<file path="src/rtl/pipe_pkg.sv">
// Shared types and widths for the pipeline hazard/stall controller.
package pipe_pkg;

   localparam int REG_ADDR_W_DEF = 5;
   localparam int STALL_CNT_W    = 16;

   typedef enum logic {
      RUN,
      MULDIV
   } pipe_state_e;

endpackage

</file>
<file path="src/rtl/pipe_ctrl_if.sv">
// Pipeline-side view of the controller: hazard sources in, enables/flushes out.
interface pipe_ctrl_if
   import pipe_pkg::*;
#(
   parameter int REG_ADDR_W = REG_ADDR_W_DEF
) ();

   logic [REG_ADDR_W-1:0] id_rs1;
   logic [REG_ADDR_W-1:0] id_rs2;
   logic                  id_uses_rs1;
   logic                  id_uses_rs2;
   logic [REG_ADDR_W-1:0] ex_rd;
   logic                  ex_mem_read;
   logic                  ex_muldiv;
   logic                  ex_branch_taken;
   logic                  dmem_req;
   logic                  dmem_ready;

   logic pc_we;
   logic ifid_we;
   logic idex_we;
   logic exmem_we;
   logic memwb_we;
   logic ifid_flush;
   logic idex_flush;
   logic exmem_flush;

   modport master (
      output id_rs1, id_rs2, id_uses_rs1, id_uses_rs2, ex_rd,
             ex_mem_read, ex_muldiv, ex_branch_taken, dmem_req, dmem_ready,
      input  pc_we, ifid_we, idex_we, exmem_we, memwb_we,
             ifid_flush, idex_flush, exmem_flush
   );

   modport slave (
      input  id_rs1, id_rs2, id_uses_rs1, id_uses_rs2, ex_rd,
             ex_mem_read, ex_muldiv, ex_branch_taken, dmem_req, dmem_ready,
      output pc_we, ifid_we, idex_we, exmem_we, memwb_we,
             ifid_flush, idex_flush, exmem_flush
   );

endinterface

</file>
<file path="src/rtl/pipe_hazard_detect.sv">
// Combinational load-use detector; x0 is never a real dependency.
module pipe_hazard_detect
   import pipe_pkg::*;
#(
   parameter int REG_ADDR_W = REG_ADDR_W_DEF
) (
   input  logic [REG_ADDR_W-1:0] id_rs1,
   input  logic [REG_ADDR_W-1:0] id_rs2,
   input  logic                  id_uses_rs1,
   input  logic                  id_uses_rs2,
   input  logic [REG_ADDR_W-1:0] ex_rd,
   input  logic                  ex_mem_read,
   output logic                  load_use
);

   always_comb begin
      load_use = ex_mem_read && (ex_rd != '0) &&
                 ((id_uses_rs1 && (id_rs1 == ex_rd)) ||
                  (id_uses_rs2 && (id_rs2 == ex_rd)));
   end

endmodule

</file>
<file path="src/rtl/pipe_ctrl.sv">
// Pipeline stall/flush controller: memory freeze, multi-cycle mul/div,
// taken-branch flush and load-use stall, plus a saturating stall counter.
module pipe_ctrl
   import pipe_pkg::*;
#(
   parameter int MULDIV_LAT = 4,
   parameter int REG_ADDR_W = REG_ADDR_W_DEF
) (
   input  logic                   clk,
   input  logic                   nReset,
   pipe_ctrl_if.slave             pif,
   output logic [STALL_CNT_W-1:0] stall_cycles
);

   if (MULDIV_LAT < 2) begin : g_lat_check
      $error("pipe_ctrl: MULDIV_LAT must be >= 2");
   end

   localparam int              CNT_W    = $clog2(MULDIV_LAT);
   localparam logic [CNT_W-1:0] CNT_LOAD = CNT_W'(MULDIV_LAT - 2);

   pipe_state_e      state, state_nxt;
   logic [CNT_W-1:0] cnt, cnt_nxt;
   logic             freeze;
   logic             load_use;
   logic             pc_we, ifid_we, idex_we, exmem_we, memwb_we;
   logic             ifid_flush, idex_flush, exmem_flush;

   pipe_hazard_detect #(
      .REG_ADDR_W (REG_ADDR_W)
   ) u_hazard (
      .id_rs1      (pif.id_rs1),
      .id_rs2      (pif.id_rs2),
      .id_uses_rs1 (pif.id_uses_rs1),
      .id_uses_rs2 (pif.id_uses_rs2),
      .ex_rd       (pif.ex_rd),
      .ex_mem_read (pif.ex_mem_read),
      .load_use    (load_use)
   );

   assign freeze = pif.dmem_req && !pif.dmem_ready;

   always_ff @(posedge clk or negedge nReset) begin
      if (!nReset) begin
         state <= RUN;
         cnt   <= '0;
      end else begin
         state <= state_nxt;
         cnt   <= cnt_nxt;
      end
   end

   always_comb begin
      state_nxt   = state;
      cnt_nxt     = cnt;
      pc_we       = 1'b1;
      ifid_we     = 1'b1;
      idex_we     = 1'b1;
      exmem_we    = 1'b1;
      memwb_we    = 1'b1;
      ifid_flush  = 1'b0;
      idex_flush  = 1'b0;
      exmem_flush = 1'b0;

      if (freeze) begin
         pc_we    = 1'b0;
         ifid_we  = 1'b0;
         idex_we  = 1'b0;
         exmem_we = 1'b0;
         memwb_we = 1'b0;
      end else begin
         unique case (state)
            RUN: begin
               if (pif.ex_muldiv) begin
                  pc_we       = 1'b0;
                  ifid_we     = 1'b0;
                  idex_we     = 1'b0;
                  exmem_flush = 1'b1;
                  state_nxt   = MULDIV;
                  cnt_nxt     = CNT_LOAD;
               end else if (pif.ex_branch_taken) begin
                  ifid_flush = 1'b1;
                  idex_flush = 1'b1;
               end else if (load_use) begin
                  pc_we      = 1'b0;
                  ifid_we    = 1'b0;
                  idex_flush = 1'b1;
               end
            end
            MULDIV: begin
               if (cnt != '0) begin
                  pc_we       = 1'b0;
                  ifid_we     = 1'b0;
                  idex_we     = 1'b0;
                  exmem_flush = 1'b1;
                  cnt_nxt     = cnt - 1'b1;
               end else begin
                  state_nxt = RUN;
               end
            end
         endcase
      end

      // Reset gating sits last so it overrides every event path.
      if (!nReset) begin
         pc_we       = 1'b0;
         ifid_we     = 1'b0;
         idex_we     = 1'b0;
         exmem_we    = 1'b0;
         memwb_we    = 1'b0;
         ifid_flush  = 1'b0;
         idex_flush  = 1'b0;
         exmem_flush = 1'b0;
      end
   end

   always_ff @(posedge clk or negedge nReset) begin
      if (!nReset) begin
         stall_cycles <= '0;
      end else if (!pc_we && (stall_cycles != '1)) begin
         stall_cycles <= stall_cycles + 1'b1;
      end
   end

   assign pif.pc_we       = pc_we;
   assign pif.ifid_we     = ifid_we;
   assign pif.idex_we     = idex_we;
   assign pif.exmem_we    = exmem_we;
   assign pif.memwb_we    = memwb_we;
   assign pif.ifid_flush  = ifid_flush;
   assign pif.idex_flush  = idex_flush;
   assign pif.exmem_flush = exmem_flush;

endmodule

</file>
<file path="src/flat_wrapper.sv">
// flat-port wrapper written by rule: the top's interface ports become plain ports
module pipe_ctrl_flat import pipe_pkg::*;
#(
   parameter int MULDIV_LAT = 4,
   parameter int REG_ADDR_W = REG_ADDR_W_DEF
)
  (clk, nReset, stall_cycles, pif_id_rs1, pif_id_rs2, pif_id_uses_rs1, pif_id_uses_rs2, pif_ex_rd, pif_ex_mem_read, pif_ex_muldiv, pif_ex_branch_taken, pif_dmem_req, pif_dmem_ready, pif_pc_we, pif_ifid_we, pif_idex_we, pif_exmem_we, pif_memwb_we, pif_ifid_flush, pif_idex_flush, pif_exmem_flush);
  pipe_ctrl_if #(.REG_ADDR_W(REG_ADDR_W)) pif_i ();
  input  logic clk;
  input  logic nReset;
  output logic [STALL_CNT_W-1:0] stall_cycles;
  input wire logic [$bits(pif_i.id_rs1)-1:0] pif_id_rs1;
  input wire logic [$bits(pif_i.id_rs2)-1:0] pif_id_rs2;
  input wire logic [$bits(pif_i.id_uses_rs1)-1:0] pif_id_uses_rs1;
  input wire logic [$bits(pif_i.id_uses_rs2)-1:0] pif_id_uses_rs2;
  input wire logic [$bits(pif_i.ex_rd)-1:0] pif_ex_rd;
  input wire logic [$bits(pif_i.ex_mem_read)-1:0] pif_ex_mem_read;
  input wire logic [$bits(pif_i.ex_muldiv)-1:0] pif_ex_muldiv;
  input wire logic [$bits(pif_i.ex_branch_taken)-1:0] pif_ex_branch_taken;
  input wire logic [$bits(pif_i.dmem_req)-1:0] pif_dmem_req;
  input wire logic [$bits(pif_i.dmem_ready)-1:0] pif_dmem_ready;
  output wire logic [$bits(pif_i.pc_we)-1:0] pif_pc_we;
  output wire logic [$bits(pif_i.ifid_we)-1:0] pif_ifid_we;
  output wire logic [$bits(pif_i.idex_we)-1:0] pif_idex_we;
  output wire logic [$bits(pif_i.exmem_we)-1:0] pif_exmem_we;
  output wire logic [$bits(pif_i.memwb_we)-1:0] pif_memwb_we;
  output wire logic [$bits(pif_i.ifid_flush)-1:0] pif_ifid_flush;
  output wire logic [$bits(pif_i.idex_flush)-1:0] pif_idex_flush;
  output wire logic [$bits(pif_i.exmem_flush)-1:0] pif_exmem_flush;
  assign pif_i.id_rs1 = pif_id_rs1;
  assign pif_i.id_rs2 = pif_id_rs2;
  assign pif_i.id_uses_rs1 = pif_id_uses_rs1;
  assign pif_i.id_uses_rs2 = pif_id_uses_rs2;
  assign pif_i.ex_rd = pif_ex_rd;
  assign pif_i.ex_mem_read = pif_ex_mem_read;
  assign pif_i.ex_muldiv = pif_ex_muldiv;
  assign pif_i.ex_branch_taken = pif_ex_branch_taken;
  assign pif_i.dmem_req = pif_dmem_req;
  assign pif_i.dmem_ready = pif_dmem_ready;
  assign pif_pc_we = pif_i.pc_we;
  assign pif_ifid_we = pif_i.ifid_we;
  assign pif_idex_we = pif_i.idex_we;
  assign pif_exmem_we = pif_i.exmem_we;
  assign pif_memwb_we = pif_i.memwb_we;
  assign pif_ifid_flush = pif_i.ifid_flush;
  assign pif_idex_flush = pif_i.idex_flush;
  assign pif_exmem_flush = pif_i.exmem_flush;
  pipe_ctrl #(.MULDIV_LAT(MULDIV_LAT), .REG_ADDR_W(REG_ADDR_W)) u_core (.clk(clk), .nReset(nReset), .pif(pif_i), .stall_cycles(stall_cycles));
endmodule
</file>
<file path="config.mk">
export PLATFORM = sky130hd
export DESIGN_NAME = pipe_ctrl_flat
export DESIGN_NICKNAME = d
export VERILOG_FILES = /design/src/rtl/pipe_pkg.sv /design/src/rtl/pipe_ctrl_if.sv /design/src/rtl/pipe_hazard_detect.sv /design/src/rtl/pipe_ctrl.sv /design/src/flat_wrapper.sv
export SDC_FILE = /design/constraint.sdc
export NUM_CORES = 1
export LEC_CHECK = 0
export ABC_AREA = 1
export CORE_AREA = 2 2 50 71
export CTS_BUF_LIST = sky130_fd_sc_hd__clkbuf_4 sky130_fd_sc_hd__clkbuf_8
export DETAILED_ROUTE_END_ITERATION = 10
export DIE_AREA = 0 0 52 73
export PLACE_DENSITY_LB_ADDON = 0.08
export SLEW_MARGIN = 10
export SYNTH_ARGS = -nofsm -noshare
export SYNTH_HDL_FRONTEND = slang
export SYNTH_SLANG_ARGS = --single-unit
</file>
<file path="constraint.sdc">
create_clock -name clk -period 2 [get_ports clk]
set_input_delay 0.2 -clock clk [delete_from_list [all_inputs] [get_ports clk]]
set_output_delay 0.2 -clock clk [all_outputs]
set_load 0.05 [all_outputs]
</file>
# [After elaboration in Yosys (flattened, before gate mapping)]
# Index checks and enable logic that the tools add are counted.
[word_totals] inputBits=24 word_cells=56 output_inout_bits=24 ramBits=0 ff_bits=19 n_memories=0 rom_bits=0 latch_bits=0
[classes] multipliers=0 reduce_logical=12 order_cmp=0 addsub=2 shifts=0 muxes=32 n_eq_ne=5 bitwise=2 div=0
[op_table] cell="two-way mux 1 bit" count=26
[op_table] cell="adder 16 x 1 -> 16 bit (second input constant)" count=1
[op_table] cell="inequality test 16 bit (second input constant)" count=1
[op_table] cell="== test 5 bit" count=2
[op_table] cell="logical AND 1 bit" count=6
[op_table] cell="one-hot mux 1 bit (2 select lines)" count=3
[op_table] cell="nonzero test 5 bit" count=1
[op_table] cell="two-way mux 2 bit" count=2
[op_table] cell="inequality test 2 bit (second input constant)" count=2
[op_table] cell="one-hot mux 2 bit (2 select lines)" count=1
[op_table] cell="AND reduction 3 bit" count=1
[op_table] cell="zero test 1 bit" count=2
[op_table] cell="NOT 1 bit" count=2
[op_table] cell="nonzero test 2 bit" count=1
[op_table] cell="subtractor 2 x 1 -> 2 bit (second input constant)" count=1
[op_table] cell="logical OR 1 bit" count=1

# [Logic depth before layout (Yosys ltp)]
# Gate-level depths: netlist (run 1).
[depth] depth_word=12 depth_mapped=12 mapped_depth_nobuf=11

# [Cells and area by module]
# A second synthesis (run 1) with hierarchy kept.
[unflattened] hier_cells=236 area_unflattened_um2=1456.4
[modules_own_cells] mod="pipe_ctrl" n_inst=1 seq_area_each_um2=475.5 area_per_inst_um2=1239.9 cells_per_inst=182
[modules_own_cells] mod="pipe_hazard_detect" n_inst=1 seq_area_each_um2=0.0 area_per_inst_um2=216.5 cells_per_inst=54

# [Least setup slack after synthesis (run 1)]
# No wires, ideal clock.
[synth_timing] path_kind="reg2out" from="reg u_core.cnt[0]" to="out pif_pc_we" path_stages_with_launch=9 setup_slack_ps=-573 n_path_buf=2 arrival_time_ps=2373 cell_sequence="dfrtp_1 > inv_1 > ha_1 > a21oi_1 > nor3_2 > nand2_4 > buf_4 > inv_1 > buf_4"
[synth_between] elab_chain_len=5
[synth_lines] item="start, declared" line="pipe_ctrl.sv:23" text="logic [CNT_W-1:0] cnt, cnt_nxt;"
[synth_lines] item="start signal, assigned" line="pipe_ctrl.sv:49" text="cnt <= cnt_nxt;"
[synth_lines] item="nonzero test 2 bit" line="pipe_ctrl.sv:91" text="if (cnt != '0) begin"
[synth_lines] item="two-way mux 1 bit"
[synth_lines] item="one-hot mux 1 bit (2 select lines)"
[synth_lines] item="two-way mux 1 bit (2 in a row)"
[synth_lines] item="end, declared" line="flat_wrapper.sv:22" text="output wire logic [$bits(pif_i.pc_we)-1:0] pif_pc_we;"
# No other way between the ends.

# [Worst setup path in the final report (run 1)]
[layout_timing] from="in pif_ex_rd[0]" to="out pif_ifid_we"
[layout_between] elab_chain_len=10 elab_cells_between_ends=14 cone_classes="eq/ne (2); mux (6); reduce/logical (6)"
[layout_lines] item="start, declared" line="flat_wrapper.sv:16" text="input wire logic [$bits(pif_i.ex_rd)-1:0] pif_ex_rd;"
[layout_lines] item="== test 5 bit (on tied branches)" line="pipe_hazard_detect.sv:18, pipe_hazard_detect.sv:19"
[layout_lines] item="logical AND 1 bit (on tied branches)" line="pipe_hazard_detect.sv:18, pipe_hazard_detect.sv:19"
[layout_lines] item="logical OR 1 bit" line="pipe_hazard_detect.sv:18" text="((id_uses_rs1 && (id_rs1 == ex_rd)) ||"
[layout_lines] item="logical AND 1 bit (*)" line="pipe_hazard_detect.sv:17" text="load_use = ex_mem_read && (ex_rd != '0) &&"
[layout_lines] item="two-way mux 1 bit (*)" line="pipe_ctrl.sv:84" text="end else if (load_use) begin"
[layout_lines] item="two-way mux 1 bit (*)" line="pipe_ctrl.sv:81" text="end else if (pif.ex_branch_taken) begin"
[layout_lines] item="two-way mux 1 bit (*)" line="pipe_ctrl.sv:74" text="if (pif.ex_muldiv) begin"
[layout_lines] item="one-hot mux 1 bit (2 select lines) (*)" line="pipe_ctrl.sv:72" text="unique case (state)"
[layout_lines] item="two-way mux 1 bit (*)" line="pipe_ctrl.sv:65" text="if (freeze) begin"
[layout_lines] item="two-way mux 1 bit (*)" line="pipe_ctrl.sv:105" text="if (!nReset) begin"
[layout_lines] item="end, declared" line="flat_wrapper.sv:23" text="output wire logic [$bits(pif_i.ifid_we)-1:0] pif_ifid_we;"
# Every way passes the cells marked *; elsewhere a longest branch is shown, timed or not.

==> reports/results.ini, run 1 <==
[floorplan]
std_cell_rows=25
fp.dieH_um=73
initial_core_util=0.446
core-area_sq_mm=0.00322
ios=48
die_w_um=52
dieArea_sq_mm=0.00380

[global_routing]
grt_start_max_net_pins=20
overflow=0
grt_antenna_before_repair=0
grt_pass1_vias=1487
grt_pass1_wl_um=5980
grt_usage=0.205

[place]
numPortBuffers=47
postPlaceCellArea_sq_mm=0.00206
place_inst=301
place_congestion=0.826
hpwl_um=2710
place_ws_ns=0.0644

[cells_and_area]
instances_no_fill=306
antenna_cells=0
fin_nets=293
areaGrowthSynthToFinish_pct=48.6
final_util=0.663
fill_cells=298
final_cell_mix=nand2_1 (74), clkdlybuf4s50_1 (35), inv_1 (28)
design_area_sq_mm=0.00213
drive_gt1_frac=0.135
layout_commonest_cell=nand2_1

[detailed_routing]
wl_um=3390
drt-wirelength-per-cell_um=11.1
drc=0
vias_per_cell=4.66
drtIter0Drc=24
via_count=1425
first_pass_iters=4
ant_nets=0

[min_path]
hold_path.class=primary input to async pin

[yosys]
synth_top_area_cell=dfrtp_1
syn_nets=240
syn-instance-count=214
seq_area_frac_synth=0.331
synth_area_leaders=dfrtp_1 (33%), nand2_1 (19%), nand3_1 (8.4%)
synth_area_sq_mm=0.00144
synth_top_area_share=0.331
ys_seq_elements=19
avgSynthCellArea_sq_um=6.71
yosysUniqueCellTypes=23
synth_warnings=0

[timing]
finalSetupViolCount=0
worst_hold_slack_ns=0.379
slew_headroom=0.654
tightest_slew_ns=0.517
fin_worst_skew_ns=0.00115
setup_ws_ns=0.147
rsz0062_at_grt=no
hold_viol_final=0
fin_crit_sh=0.927
fmax_mhz=540
layout_min_cycle_time_ns=1.85
finalMaxSlewViolations=0

[setup_path]
worstPathRequired_ns=1.80
critPathKind=primary input to primary output
r2r_cells=10
end_kind=primary output
critPathLaunchType=primary input
cp_max_fo=5
worstPathArrival_ns=1.65

[clock_network]
cts_buffer_depth=2
cts_tree=done
cts_htree_levels=1
cts-root-buf=clkbuf_8
cts.sinks=19
worstSkewPairLatency_ns=0.26
clkTransAtPathRegs_ns=0.07
cts_buffers=3

[power]
irDropWorstVdd_mv=0.820
p_per_area_mw_per_mm2=886
p_leak_nw=1.10

[run_status]
status=complete, no violations

[flow_run]
maxCapViolCount=0

## per-layer routing
| layer | vias to the layer above | routed length, um | track usage |
|---|---|---|---|
| met5 | - | 0 | 0 |
| met1 | 614 | 1340 | 0.225 |
| met2 | 44 | 1790 | 0.373 |
| li1 | 760 | - | - |
| met4 | 0 | 70 | 0.0877 |
| met3 | 7 | 195 | 0.0369 |
## final timing paths
kind | start | end | slack [ns]
min | nReset | u_core.stall_cycles[9] | 0.38
max in group asynchronous | nReset | u_core.stall_cycles[7] | 1.42
max reg2reg | u_core.cnt[0] | u_core.stall_cycles[14] | 0.27
max | pif_ex_rd[0] | pif_ifid_we | 0.15
min reg2reg | u_core.stall_cycles[5] | u_core.stall_cycles[5] | 0.53
min in group clk | u_core.stall_cycles[5] | u_core.stall_cycles[5] | 0.53
## state kept, by name, indices dropped and copies added (netlist names)
register / flops
u_core.stall_cycles: 16
u_core.state: 1
u_core.cnt: 2
## area by class of cell
type,count,area [sq um],share of cell area
clock buffer,4,48.8,0.0229
tap,40,50.0,0.0234
timing repair buffer,53,618,0.290
inverter,33,128,0.0598
sequential,19,475,0.223
multi-input combinational,157,815,0.382
## critical path: stages
cell and delay, ns:
clkdlybuf4s50_1 0.55, nor2_1 0.07, nor2_1 0.13, nand3_1 0.09, nand2_1 0.09, nand3_1 0.11, nand2_4 0.10, clkinvlp_4 0.14
buf_12 0.18
## logic make-up after synthesis
logic type / after synthesis / synth area share
simple gates: 134 / 0.429
buf+inv: 38 / 0.113
flops: 19 / 0.331
xor+xnor: 13 / 0.0793
compound gates: 8 / 0.0296
fa+ha+maj: 2 / 0.0174
## stage by stage
step	setup TNS, ns	total power (W)
final	0	0.00189
after global routing	0	0.00202
after global placement	0	0.00160
after floorplan	-0.173	0.00125
after CTS	0	0.00190
after detailed placement	0	0.00161
## cell usage after synthesis
library cell and count:
nor2_1 18, nor2_4 2, inv_1 29, xnor2_1 5, nor3_4 1, nand2_1 74
nor3_2 2, inv_2 4, o21ai_0 2, xor2_1 8, a22oi_1 1, a21oi_1 5
ha_1 2, buf_2 1, buf_4 3, nand2_2 1, nor3_1 6, nand3_2 1
nand2_4 3, nand4_1 2, buf_6 1, dfrtp_1 19, nand3_1 24
## where the power goes
part           internal (W)  switching, W
Sequential         0.000476     0.0000948
Clock              0.000155      0.000125
Combinational      0.000412      0.000627
## timing repair
action | in CTS | in global routing
hold buffers | 0 | 0
buffers inserted | 0 | 1
endpoints found under the setup margin | 0 | 3
resized for setup | 0 | 5
Power figures use the tool's default switching activity.
==> inputs of run 2 (changes only) <==
--- a/config.mk
+++ b/config.mk
@@ -6,11 +6,13 @@
 export NUM_CORES = 1
 export LEC_CHECK = 0
 export ABC_AREA = 1
+export CAP_MARGIN = 10
 export CORE_AREA = 2 2 50 71
 export CTS_BUF_LIST = sky130_fd_sc_hd__clkbuf_4 sky130_fd_sc_hd__clkbuf_8
 export DETAILED_ROUTE_END_ITERATION = 10
 export DIE_AREA = 0 0 52 73
 export PLACE_DENSITY_LB_ADDON = 0.08
+export REMOVE_ABC_BUFFERS = 1
 export SLEW_MARGIN = 10
 export SYNTH_ARGS = -nofsm -noshare
 export SYNTH_HDL_FRONTEND = slang
==> reports/results.ini, run 2 (same netlist as run 1, synthesis figures left out) <==
[cells_and_area]
layout_commonest_cell=nand2_1
top_regs=u_core.stall_cycles: 16 flops, u_core.cnt: 2 flops, u_core.state: 1 flops
drive_gt1_frac=0.124
largest_register_ffs=16
largest-register=u_core.stall_cycles
fin_nets=294
areaGrowthSynthToFinish_pct=46.0
final_util=0.651
final_cell_mix=nand2_1 (74), clkdlybuf4s50_1 (39), inv_1 (29)
antenna_cells=0

[clock_network]
cts.sinks=19
cts_htree_levels=1
worstSkewPairLatency_ns=0.26
cts_buffer_depth=2
cts_tree=done
cts_buffers=3
cts-root-buf=clkbuf_8
clkTransAtPathRegs_ns=0.07
hold_buffers=0

[power]
p_per_area_mw_per_mm2=877
internal_power_w=0.00100
total_power_w=0.00184
irDropWorstVdd_mv=0.952
power_frac_seq=0.319
p_sw_frac=0.455
clkPwrFrac=0.145
p_switching_w=0.000836
p_leak_nw=1.07
p_comb_frac=0.537

[floorplan]
dieArea_sq_mm=0.00380
core-area_sq_mm=0.00322
die_w_um=52
ios=48
initial_core_util=0.446
fp.dieH_um=73
std_cell_rows=25

[run_status]
status=complete, no violations

[timing]
fin_crit_sh=0.932
rsz0062_at_grt=no
slew_headroom=0.660
layout_min_cycle_time_ns=1.86
tightest_slew_ns=0.508
finalSetupViolCount=0
hold_viol_final=0
finalMaxSlewViolations=0
fmax_mhz=537
fin_worst_skew_ns=0.00550

[setup_path]
cp_max_fo=4
path_delay_family=buffers and inverters
worstPathArrival_ns=1.66
slowest_stage=clkdlybuf4s50_1
reg2reg_from=u_core.stall_cycles[0]
end_kind=primary output
crit_top_cell=nand2_1
cp_num_buf_inv=3
worstPathRequired_ns=1.80
worstPathCellList=clkdlybuf4s50_1, inv_2, nand2_1, nand2_1, nor2_1, nand3_1, nand2_1, nand2_1, a21oi_1, buf_12
critPathLaunchType=primary input
critPathKind=primary input to primary output
critical-path-max-stage-delay_ns=0.55
cp-startpoint=pif_ex_rd[4]

[detailed_routing]
ant_nets=0
wl_um=3370
drtIter0Drc=36
vias_per_cell=4.73
maxUsedRoutingLayer=met4
wl_met1_um=1400
first_pass_iters=4
drc=0
dr_wl_met3_um=198
dr_wl_met2_um=1690
drt-wirelength-per-cell_um=11.0
via_count=1453

[global_routing]
grt_start_max_net_pins=20
overflow=0
grt_pass1_vias=1357
grt_antenna_before_repair=0
grt_pass1_wl_um=5730
grt_usage=0.198

[flow_run]
maxCapViolCount=0

[place]
hpwl_um=2630
place_congestion=0.846
numPortBuffers=47

[min_path]
hold_path.class=primary input to async pin

[run 2: power groups by stage]
stage	Sequential, W	Clock (W)	Combinational (W)
after CTS	0.000586	0.000274	0.000991
after global placement	0.000592	0	0.000988
after detailed placement	0.000593	0	0.000988
after floorplan	0.000790	0	0.000419
after global routing	0.000601	0.000284	0.00107
final	0.000586	0.000266	0.000987
[run 2: worst paths after layout]
check	end	slack, ns	depth (start not counted)
min reg2reg	u_core.stall_cycles[9]	0.53	2
min	u_core.cnt[0]	0.31	2
max reg2reg	u_core.stall_cycles[3]	0.27	9
max	pif_idex_flush	0.14	10
max in group asynchronous	u_core.stall_cycles[1]	1.49	2
min in group clk	u_core.stall_cycles[9]	0.53	2
[run 2: timing repair]
action	CTS	global route
buffers inserted	0	2
endpoints found under the setup margin	0	2
resized for setup	0	0
[run 2: per-layer routing]
| metal | track usage | up-vias |
|---|---|---|
| met5 | 0 | - |
| met4 | 0.0877 | 0 |
| met3 | 0.0307 | 8 |
| met2 | 0.357 | 39 |
| met1 | 0.223 | 642 |
| li1 | - | 764 |
[run 2: worst reg2reg max path, delay by kind of cell (launching register included)]
family                     cells  cell delay, ns
and+or+nand+nor                8            0.96
DFF                            1            0.47
adders and majority gates      1            0.24
[run 2: through the flow]
step | instance area, sq um | std cells | setup WS, ns | setup TNS, ns | hold WS [ns]
final | 2100 | 307 | 0.137 | 0 | 0.306
after global routing | 2100 | 307 | 0.0265 | 0 | 0.347
after CTS | 2080 | 305 | 0.0913 | 0 | 0.314
after detailed placement | 2040 | 301 | 0.0923 | 0 | 0.514
after global placement | 2040 | 301 | 0.124 | 0 | 0.507
after floorplan | 1400 | 209 | -0.781 | -2.43 | -0.0956
[run 2: area by class of cell]
cell class              count  area, sq um
clock buffers               3         41.3
clock inverters             1         5.00
well taps                  40         50.0
flip-flops and latches     19          475
repair buffers             54          603
multi-input cells         157          798
fillers                   309         1120
inverters                  33          124
